==> src/rtl/dff_bist_ctrl_if.sv <==
// rtl/dff_bist_ctrl_if.sv - tester-to-flop signal bundle for the mux-D flip-flop BIST
interface dff_bist_ctrl_if;
    logic dut_d0;
    logic dut_d1;
    logic dut_sel;
    logic dut_rst;
    logic dut_q;

    // BIST controller end: drives the flop inputs, observes q
    modport master (
        output dut_d0,
        output dut_d1,
        output dut_sel,
        output dut_rst,
        input  dut_q
    );

    // Flop end: receives stimulus, returns q
    modport slave (
        input  dut_d0,
        input  dut_d1,
        input  dut_sel,
        input  dut_rst,
        output dut_q
    );
endinterface

==> src/rtl/dff_bist_ctrl.sv <==
// rtl/dff_bist_ctrl.sv - directed-vector BIST engine for a mux-D flop; optional DFF_BIST_LFSR_EN randomises sel in reset steps
module dff_bist_ctrl #(
    parameter int unsigned LOOPS        = 1,
    parameter bit          STOP_ON_FAIL = 1'b1
) (
    input  logic            clk,
    input  logic            rst_n,
    input  logic            start,
    dff_bist_ctrl_if.master bus,
    output logic            busy,
    output logic            done,
    output logic            pass,
    output logic [7:0]      err_count,
    output logic [2:0]      fail_step
);

    typedef enum logic [1:0] {
        S_IDLE  = 2'd0,
        S_DRIVE = 2'd1,
        S_CHECK = 2'd2,
        S_DONE  = 2'd3
    } state_t;

    localparam logic [7:0] LAST_LOOP = 8'(LOOPS - 1);
    localparam logic [2:0] LAST_STEP = 3'd6;
    localparam logic [2:0] NO_FAIL   = 3'd7;
    // Idle drive pattern {rst, d0, d1, sel}: hold the flop in reset
    localparam logic [3:0] IDLE_VEC  = 4'b1000;
`ifdef DFF_BIST_LFSR_EN
    localparam logic [7:0] LFSR_SEED = 8'hA5;
`endif

    // Stimulus table, packed as {rst, d0, d1, sel}
    function automatic logic [3:0] table_vec(input logic [2:0] idx);
        case (idx)
            3'd0:    table_vec = 4'b1110;
            3'd1:    table_vec = 4'b0100;
            3'd2:    table_vec = 4'b1110;
            3'd3:    table_vec = 4'b0011;
            3'd4:    table_vec = 4'b0010;
            3'd5:    table_vec = 4'b0101;
            3'd6:    table_vec = 4'b1110;
            default: table_vec = IDLE_VEC;
        endcase
    endfunction

    // Expected q after the capture of each table step
    function automatic logic table_exp(input logic [2:0] idx);
        case (idx)
            3'd1:    table_exp = 1'b1;
            3'd3:    table_exp = 1'b1;
            default: table_exp = 1'b0;
        endcase
    endfunction

    state_t      state_q, state_d;
    logic [2:0]  step_q, step_d;
    logic [7:0]  loop_q, loop_d;
    logic [7:0]  err_q, err_d;
    logic [2:0]  fail_q, fail_d;
    logic        pass_q, pass_d;
    logic        busy_q, busy_d;
    logic        done_q, done_d;
    logic [3:0]  vec_q, vec_d;
    logic [3:0]  drive_vec;
    logic        start_acc;
    logic        mismatch;
    logic        last_step;
    logic        last_loop;

    assign start_acc = (state_q == S_IDLE) && start;
    // q is only meaningful one cycle after the capture edge, i.e. in CHECK
    assign mismatch  = (state_q == S_CHECK) && (bus.dut_q != table_exp(step_q));
    assign last_step = (step_q == LAST_STEP);
    assign last_loop = (loop_q == LAST_LOOP);

`ifdef DFF_BIST_LFSR_EN
    logic [7:0] lfsr_q, lfsr_d;

    // LFSR next value: reseed on accepted start, advance once per DRIVE (x^8+x^6+x^5+x^4+1)
    always_comb begin
        lfsr_d = lfsr_q;
        if (start_acc) begin
            lfsr_d = LFSR_SEED;
        end else if (state_q == S_DRIVE) begin
            lfsr_d = {lfsr_q[6:0], lfsr_q[7] ^ lfsr_q[5] ^ lfsr_q[4] ^ lfsr_q[3]};
        end
    end

    // LFSR register
    always_ff @(posedge clk or negedge rst_n) begin
        if (!rst_n) begin
            lfsr_q <= LFSR_SEED;
        end else begin
            lfsr_q <= lfsr_d;
        end
    end
`endif

    // State register
    always_ff @(posedge clk or negedge rst_n) begin
        if (!rst_n) begin
            state_q <= S_IDLE;
        end else begin
            state_q <= state_d;
        end
    end

    // Next-state and datapath update: step/loop sequencing, error accounting, result
    always_comb begin
        state_d = state_q;
        step_d  = step_q;
        loop_d  = loop_q;
        err_d   = err_q;
        fail_d  = fail_q;
        pass_d  = pass_q;

        case (state_q)
            S_IDLE: begin
                if (start) begin
                    state_d = S_DRIVE;
                    step_d  = 3'd0;
                    loop_d  = 8'd0;
                    err_d   = 8'd0;
                    fail_d  = NO_FAIL;
                    pass_d  = 1'b0;
                end
            end
            S_DRIVE: begin
                state_d = S_CHECK;
            end
            S_CHECK: begin
                if (mismatch) begin
                    if (err_q != 8'hFF) begin
                        err_d = err_q + 8'd1;
                    end
                    if (fail_q == NO_FAIL) begin
                        fail_d = step_q;
                    end
                end
                if (mismatch && STOP_ON_FAIL) begin
                    state_d = S_DONE;
                end else if (!last_step) begin
                    state_d = S_DRIVE;
                    step_d  = step_q + 3'd1;
                end else if (!last_loop) begin
                    state_d = S_DRIVE;
                    step_d  = 3'd0;
                    loop_d  = loop_q + 8'd1;
                end else begin
                    state_d = S_DONE;
                end
                // Verdict includes the compare made on this same edge
                if (state_d == S_DONE) begin
                    pass_d = (err_d == 8'd0);
                end
            end
            S_DONE: begin
                state_d = S_IDLE;
            end
            default: begin
                state_d = S_IDLE;
            end
        endcase
    end

    // Output decode from the upcoming state so every output comes straight from a flop
    always_comb begin
        busy_d    = (state_d != S_IDLE);
        done_d    = (state_d == S_DONE);
        drive_vec = table_vec(step_d);
`ifdef DFF_BIST_LFSR_EN
        // Reset steps: sel is randomised; reset must still win over the mux
        if (drive_vec[3]) begin
            drive_vec[0] = lfsr_d[0];
        end
`endif
        case (state_d)
            S_DRIVE: vec_d = drive_vec;
            S_CHECK: vec_d = vec_q;
            default: vec_d = IDLE_VEC;
        endcase
    end

    // Output and datapath registers
    always_ff @(posedge clk or negedge rst_n) begin
        if (!rst_n) begin
            step_q <= 3'd0;
            loop_q <= 8'd0;
            err_q  <= 8'd0;
            fail_q <= NO_FAIL;
            pass_q <= 1'b0;
            busy_q <= 1'b0;
            done_q <= 1'b0;
            vec_q  <= IDLE_VEC;
        end else begin
            step_q <= step_d;
            loop_q <= loop_d;
            err_q  <= err_d;
            fail_q <= fail_d;
            pass_q <= pass_d;
            busy_q <= busy_d;
            done_q <= done_d;
            vec_q  <= vec_d;
        end
    end

    assign bus.dut_rst = vec_q[3];
    assign bus.dut_d0  = vec_q[2];
    assign bus.dut_d1  = vec_q[1];
    assign bus.dut_sel = vec_q[0];

    assign busy      = busy_q;
    assign done      = done_q;
    assign pass      = pass_q;
    assign err_count = err_q;
    assign fail_step = fail_q;

endmodule
==> src/flat_wrapper.sv <==
// flat-port wrapper written by rule: the top's interface ports become plain ports
module dff_bist_ctrl_flat 
#(
    parameter int unsigned LOOPS        = 1,
    parameter bit          STOP_ON_FAIL = 1'b1
)
  (clk, rst_n, start, busy, done, pass, err_count, fail_step, bus_dut_d0, bus_dut_d1, bus_dut_sel, bus_dut_rst, bus_dut_q);
  dff_bist_ctrl_if bus_i ();
  input  logic clk;
  input  logic rst_n;
  input  logic start;
  output logic busy;
  output logic done;
  output logic pass;
  output logic [7:0] err_count;
  output logic [2:0] fail_step;
  output wire logic [$bits(bus_i.dut_d0)-1:0] bus_dut_d0;
  output wire logic [$bits(bus_i.dut_d1)-1:0] bus_dut_d1;
  output wire logic [$bits(bus_i.dut_sel)-1:0] bus_dut_sel;
  output wire logic [$bits(bus_i.dut_rst)-1:0] bus_dut_rst;
  input wire logic [$bits(bus_i.dut_q)-1:0] bus_dut_q;
  assign bus_dut_d0 = bus_i.dut_d0;
  assign bus_dut_d1 = bus_i.dut_d1;
  assign bus_dut_sel = bus_i.dut_sel;
  assign bus_dut_rst = bus_i.dut_rst;
  assign bus_i.dut_q = bus_dut_q;
  dff_bist_ctrl #(.LOOPS(LOOPS), .STOP_ON_FAIL(STOP_ON_FAIL)) u_core (.clk(clk), .rst_n(rst_n), .start(start), .bus(bus_i), .busy(busy), .done(done), .pass(pass), .err_count(err_count), .fail_step(fail_step));
endmodule
==> config.mk <==
export PLATFORM = sky130hd
export DESIGN_NAME = dff_bist_ctrl_flat
export DESIGN_NICKNAME = d
export VERILOG_FILES = /design/src/rtl/dff_bist_ctrl_if.sv /design/src/rtl/dff_bist_ctrl.sv /design/src/flat_wrapper.sv
export SDC_FILE = /design/constraint.sdc
export NUM_CORES = 1
export LEC_CHECK = 0
export ABC_CLOCK_PERIOD_IN_PS = 2100
export CAP_MARGIN = 40
export CORE_UTILIZATION = 51
export CTS_BUF_LIST = sky130_fd_sc_hd__clkbuf_2 sky130_fd_sc_hd__clkbuf_4 sky130_fd_sc_hd__clkbuf_8
export CTS_CLUSTER_SIZE = 28
export DETAILED_ROUTE_END_ITERATION = 8
export GPL_TIMING_DRIVEN = 0
export PLACE_DENSITY = 0.88
export REMOVE_ABC_BUFFERS = 1
export SETUP_SLACK_MARGIN = 0.05
export SKIP_CTS_REPAIR_TIMING = 1
export SKIP_LAST_GASP = 1
export SLEW_MARGIN = 10
export SYNTH_ARGS = -nofsm -noshare
export SYNTH_HDL_FRONTEND = slang
export SYNTH_SLANG_ARGS = --single-unit
==> constraint.sdc <==
create_clock -name clk -period 2.1 [get_ports clk]
set_input_delay 0.315 -clock clk [delete_from_list [all_inputs] [get_ports clk]]
set_output_delay 0.315 -clock clk [all_outputs]
set_load 0.01 [all_outputs]
# After elaboration in Yosys (flattened, before gate mapping)
# Index checks and enable logic that the tools add are counted.
[word_totals]
elab_cells = 81
register_bits = 31
inputBits = 4
[op_classes]
muxes = 30
addsub = 3
n_eq_ne = 26
n_reduce_logical = 13
[ops]
columns = ["cell", "count"]
rows = [
  ["8-bit two-way mux", 7],
  ["8-bit one-hot mux with 2 select lines", 2],
  ["3-bit two-way mux", 7],
  ["4-bit one-hot mux with 5 select lines", 1],
  ["8-bit by 1-bit adder with 8-bit output, second input constant", 2],
  ["8-bit zero test", 2],
  ["3-bit equality test, second input constant", 5],
  ["3-bit one-hot mux with 2 select lines", 2],
  ["2-bit equality test, second input constant", 5],
  ["2-bit two-way mux", 5],
  ["2-bit inequality test, second input constant", 5],
  ["3-bit by 2-bit equality test with 1-bit output, second input constant", 3],
  ["8-bit inequality test, second input constant", 1],
  ["2-bit one-hot mux with 4 select lines", 1],
  ["4-bit one-hot mux with 2 select lines", 1],
  ["3-bit by 1-bit equality test with 1-bit output, second input constant", 2],
  ["5-bit AND reduction", 1],
  ["2-bit by 1-bit equality test with 1-bit output, second input constant", 2],
  ["2-bit by 1-bit inequality test with 1-bit output, second input constant", 2],
  ["4-bit AND reduction", 1],
  ["2-bit nonzero test", 2],
  ["3-bit by 1-bit adder with 3-bit output, second input constant", 1],
  ["3-bit zero test", 1],
  ["1-bit two-way mux", 3],
  ["8 further kinds", 8],
]

# Depth between registers and ports, before layout
[depth]
depth_word = 11
mapped_depth = 9
mapped_depth_nobuf = 9

# Worst setup path before layout
# OpenSTA, ideal clock, no wires.
[synth_timing]
path_kind = "flip-flop to flip-flop"
start = "register u_core.step_q[0]"
end = "register u_core.vec_q[0]"
path_stages_with_launch = 9
path_buffers = 0
setup_slack_ns = -0.036
setup_ns = 0.122
required_time_ns = 1.978
arrival_ns = 2.014
path_cell_list = "dfrtp_1 > ha_1 > ha_1 > nor3_4 > o21ai_2 > a21o_1 > o22ai_2 > xnor2_1 > a32o_1"
[synth_via]
elab_chain_len = 11
[synth_rtl]
columns = ["item", "line", "rtl"]
rows = [
  ["start: declaration", "dff_bist_ctrl.sv:57", "logic [2:0] step_q, step_d;"],
  ["start signal: assignment", "dff_bist_ctrl.sv:197", "step_q <= step_d;"],
  ["3-bit by 1-bit equality test with 1-bit output / 3-bit by 2-bit equality test with 1-bit output (equally long branches)", "dff_bist_ctrl.sv:49", "case (idx)"],
  ["2-bit OR reduction (no line)", "--", ""],
  ["1-bit two-way mux", "dff_bist_ctrl.sv:49", ""],
  ["1-bit inequality test", "dff_bist_ctrl.sv:73", "assign mismatch = (state_q == S_CHECK) && (bus.dut_q != table_exp(step_q));"],
  ["1-bit logical AND", "dff_bist_ctrl.sv:73", ""],
  ["3-bit two-way mux", "dff_bist_ctrl.sv:141", "if (mismatch && STOP_ON_FAIL) begin"],
  ["3-bit one-hot mux with 2 select lines", "dff_bist_ctrl.sv:118", "case (state_q)"],
  ["3-bit by 2-bit equality test with 1-bit output, or another cell as far along", "dff_bist_ctrl.sv:35", "case (idx)"],
  ["3-bit OR reduction (no line)", "--", ""],
  ["4-bit one-hot mux with 5 select lines", "dff_bist_ctrl.sv:35", ""],
  ["4-bit one-hot mux with 2 select lines", "dff_bist_ctrl.sv:178", "case (state_d)"],
  ["end signal: assignment", "dff_bist_ctrl.sv:204", "vec_q <= vec_d;"],
  ["end: declaration", "dff_bist_ctrl.sv:64", "logic [3:0] vec_q, vec_d;"],
]
# Several ways; a longest one is shown, not always the timed one. The select of a mux whose other input is x is not followed.
# A chain may end at the register's enable or synchronous reset.

# Final worst setup path
[layout_timing]
start = "register u_core.step_q[0]"
end = "register u_core.pass_q, in the netlist u_core.pass"
[layout_via]
elab_chain_len = 10
[layout_rtl]
columns = ["item", "line", "rtl"]
rows = [
  ["3-bit by 1-bit equality test with 1-bit output / 3-bit by 2-bit equality test with 1-bit output (equally long branches)", "dff_bist_ctrl.sv:49", ""],
  ["2-bit OR reduction (no line)", "--", ""],
  ["1-bit two-way mux", "dff_bist_ctrl.sv:49", ""],
  ["1-bit inequality test", "dff_bist_ctrl.sv:73", ""],
  ["1-bit logical AND", "dff_bist_ctrl.sv:73", ""],
  ["8-bit two-way mux / 2-bit two-way mux (equally long branches)", "dff_bist_ctrl.sv:133, dff_bist_ctrl.sv:141", ""],
  ["8-bit two-way mux / 2-bit two-way mux (equally long branches)", "dff_bist_ctrl.sv:118", ""],
  ["8-bit zero test / 2-bit equality test (equally long branches)", "dff_bist_ctrl.sv:155, dff_bist_ctrl.sv:154", ""],
  ["1-bit two-way mux / 2-bit inequality test (equally long branches)", "--", ""],
  ["1-bit one-hot mux with 2 select lines / 3-bit AND reduction (equally long branches)", "--", ""],
  ["end signal: assignment", "dff_bist_ctrl.sv:201", "pass_q <= pass_d;"],
  ["end: declaration", "dff_bist_ctrl.sv:61", "logic pass_q, pass_d;"],
]
# Several ways; a longest one is shown, not always the timed one. The select of a mux whose other input is x is not followed.

==> results by stage <==
Die:
- In this run the standard cell core region covers approximately 3200 sq um.
- In this run the core area contains 20 standard-cell rows.
- Measured along the y axis, the die boundary spans around 60 um.
- The effective utilization at floorplan is approximately 55%.
- The number of placed I/O pins is 22.
- The overall die width is 60.4 um.
- The die covers approximately 3700 sq um.

Placed design:
- The wire-length estimate of the detail-placed layout is 2.64 mm.
- The area of placed instances is 1980 sq um.
- The count of buffers inserted at the top-level ports is 21.
- At the end of routability-driven placement, the weighted congestion stood at ~0.9.

Global routing:
- The number of antenna violations at the first check in global routing is 0.
- The via count of the first global-routing pass is about 1400.
- The overall overflow remaining after global route is 0.
- The first global-routing pass estimated approximately 6.1 mm of wire.
- The pin count of the biggest net entering global routing is 32.
- The global-route total usage across every layer is ~23%.

Logic synthesis:
- The register area share after synthesis is approximately 45%.
- Counting instances in the post-synthesis netlist gives the leading cell types as 27 x dfrtp_1, 19 x nor2_1, 11 x a21oi_1.
- Synthesis handed over a netlist of 176 instances.
- Summed over all instances, the cell type with the most area after synthesis is dfrtp_1.
- In the post-synthesis netlist, the cell with the most instances is dfrtp_1.
- The average size of a mapped cell is ~9.9 sq um.
- The top flip-flop cell by instance count after synthesis is dfrtp_1.
- The fraction of synthesis flops using an asynchronous set or reset pin is between 90% and 100%.
- The post-synthesis instance area is around 1700 sq um.
- The number of enable flip-flop cells after synthesis is 0.
- The post-synthesis cell type count is between 50 and 60.
- In the post-synthesis netlist, the biggest area contributors are dfrtp_1 39%, dfstp_2 6.0%, ha_1 5.0%.
- For this run, the number of Yosys warnings is 0.
- The number of storage elements in the synthesis netlist is 31.
- Summed over its instances, the top area cell type makes up roughly 39% of the synthesized netlist area.

Detailed routing:
- The post-detailed-routing wire length is roughly 4.5 mm.
- In this run the remaining antenna-violating nets after routing total 0.
- After detailed routing, the number of vias per cell comes to 6.11.
- After the first detailed-routing iteration, the DRC count stood at 92.
- The via count is approximately 1600.
- In the final routed layout, each cell accounts on average for approximately 18 um.
- For this run, design rule violations remaining after detail routing come to 0.
- The total iterations of the first detailed-routing run is 5.

Power and ir drop:
- The final total power is ~2.7 mW.
- The leakage power of the design is roughly 1 nW.
- The ratio of total power to cell area is approximately 1200 nW/um^2.
- IR analysis of the VDD net gives a maximum drop of roughly 0.67 mV.

Clock tree:
- In this run the clock root is driven by a clkbuf_4.
- The later pin in the worst-skew pair is clocked with a latency of 340 ps.
- The sink count of the clock tree is 31.
- Counting along the longest clock path gives a buffer depth of 2.
- TritonCTS built the clock tree.
- The clock tree synthesis step divided the H-tree into 2 levels.
- The clock slew at the register clock pins of the worst setup and hold paths is 100 ps.
- The number of CTS-inserted buffers is 5.

STA:
- The final setup slack of the worst path is -190 ps.
- The final setup violation count is 9.
- Dividing the final minimum period by the clock period gives 109%.
- Setup repair after global routing could not meet its margin everywhere.
- The fmax is roughly 440 MHz.
- The final critical-path required period is 2290 ps.
- Final hold analysis gives a worst-case slack of -0.310 ps.
- The total count of hold-check failures in the final report is 3.
- The number of max-slew violations in the final report is 0.
- The setup skew after layout is between 10 and 15 ps.
- The actual slew at the worst max-slew pin is approximately 680 ps.
- Measured against its own limit, the worst slew margin works out to between 50% and 60%.

Finish:
- Once layout is done, the placed cells without fillers occupy about 2300 sq um.
- In the final layout, the multi-input gates occupy about 1100 sq um.
- The area growth from synthesis to layout is 31.9%.
- At the end of the flow, the number of nets in the layout was between 200 and 250.
- Once layout is complete, the utilization of the core stands at 72.9%.
- The post-route netlist has between 20% and 30% of its cells at a drive strength greater than 1.
- The repair_antennas step left the layout with diodes totalling 0.
- The area used by sequential logic in the layout is slightly below 800 sq um.
- The count of fill cells added during filler insertion is about 220.

Critical path:
- The worst setup path is of the register to register kind.
- The worst setup path is captured at a register.
- The highest-delay cell along the critical path is dfrtp_2.
- The data required time at the worst endpoint is between 2000 and 2500 ps.
- The critical path launch point type is a register.
- The endpoint arrival time on the critical path is ~2600 ps.
- The critical path's largest stage delay is between 400 and 500 ps.
- The worst-case register-to-register setup slack is -190 ps.
- The startpoint of the worst register-to-register path is u_core.step_q[0].
- Traced cell by cell, the critical path runs through ha_2 > ha_4 > o21ai_0 > and4_4 > buf_4 > and3b_1 > o221ai_4 > o31ai_2.
- For the worst flop-to-flop path, the logic depth is 8.
- The worst register-to-register path ends at u_core.pass.
- The largest driver fanout on the critical path is 4.

Job:
- The max-cap check violation count is 0.

Min path:
- The path type of the worst min-delay path is input pin to asynchronous set/reset pin.

Outcome:
- The checks that failed: hold timing, setup timing.
- The flow ran to the end, but the final reports show violations.
-- worst max-delay path, delay by kind of cell, from the launching register on --
kind,cells,cell delay [ps]
AO/OA/AOI/OAI,3,720
buffers and inverters,1,120
AND/OR/NAND/NOR,2,540
flip-flops,1,460
adder cells (fa/ha/maj),2,380
-- sequential cells by signal (all words and copies together) (netlist names) --
signal and cells:
u_core.busy 1, u_core.fail_step 3, u_core.state_q 2, u_core.pass 1, u_core.err_count 8, u_core.done 1
u_core.loop_q 8, u_core.vec_q 4, u_core.step_q 3
-- power breakdown --
group | internal [mW] | switching (mW) | leakage (nW)
Combinational | 0.686 | 0.779 | 0.578
Sequential | 0.765 | 0.168 | 0.399
Clock | 0.124 | 0.213 | 0.0347
Total | 1.58 | 1.16 | 1.01
-- worst max path at each step --
stage                      from         endpoint  slack (ps)  cells past startpoint
3_3_place_gp   u_core.step_q[0]  u_core.vec_q[0]        -180                      8
4_1_cts        u_core.step_q[0]  u_core.vec_q[0]        -270                      8
2_1_floorplan  u_core.step_q[0]  u_core.vec_q[0]         -40                      8
5_1_grt        u_core.step_q[0]      u_core.pass        -230                      9
6_report       u_core.step_q[0]      u_core.pass        -190                      8
3_5_place_dp   u_core.step_q[0]  u_core.vec_q[0]        -250                      8
-- layout by cell type, fill, tap and decap left out, types with 3 or more instances in the layout --
master | synthesis | layout
clkdlybuf4s50_1 | 0 | 20
nor3_4 | 2 | 3
clkbuf_4 | 0 | 5
nor2_1 | 19 | 17
nor3_1 | 6 | 4
inv_1 | 8 | 7
xor2_1 | 5 | 5
a31oi_1 | 4 | 4
a21oi_1 | 11 | 10
dfstp_2 | 4 | 4
nand3_1 | 9 | 9
o21ai_0 | 5 | 4
nand2_1 | 9 | 9
nand4_1 | 4 | 4
clkinv_2 | 0 | 3
ha_1 | 7 | 4
buf_4 | 1 | 11
dfrtp_1 | 27 | 25
-- routing by layer --
metal | up-vias | track usage (%) | wire length, um
met4 | 0 | 8.44 | 76
li1 | 711 | - | -
met3 | 14 | 7.25 | 321
met2 | 70 | 37.4 | 2210
met1 | 776 | 29.3 | 1930
met5 | - | 0 | 0
-- metrics by stage --
step / worst slack (ps) / std cells / TNS [ps]
after floorplan: -35.9 / 171 / -64.1
after global placement: -185 / 236 / -1140
after detailed placement: -247 / 237 / -1590
after CTS: -270 / 245 / -1970
after global routing: -228 / 257 / -1530
final: -190 / 257 / -709
-- layout make-up --
type                       count  area share (%)
multi-input combinational    132            46.7
timing repair buffer          34            13.2
clock buffer                   5            1.63
clock inverter                 3           0.654
sequential                    31            34.1
inverter                       8            1.31
tap                           44            2.40
-- cells by family (layout without fill, tap and decap cells) --
logic type                 after synthesis  after routing  share of synthesized area [%]
xor gates and xnor gates                 7              7                           3.52
AOI/OAI and AO/OA                       40             40                           16.7
DFF                                     31             31                           44.8
and+or+nand+nor                         74             74                           24.5
adders and majority gates                7              7                           5.03
buffers and inverters                   13             50                           3.09
muxes                                    4              4                           2.37
No activity file was read; power rests on OpenSTA's default activity.
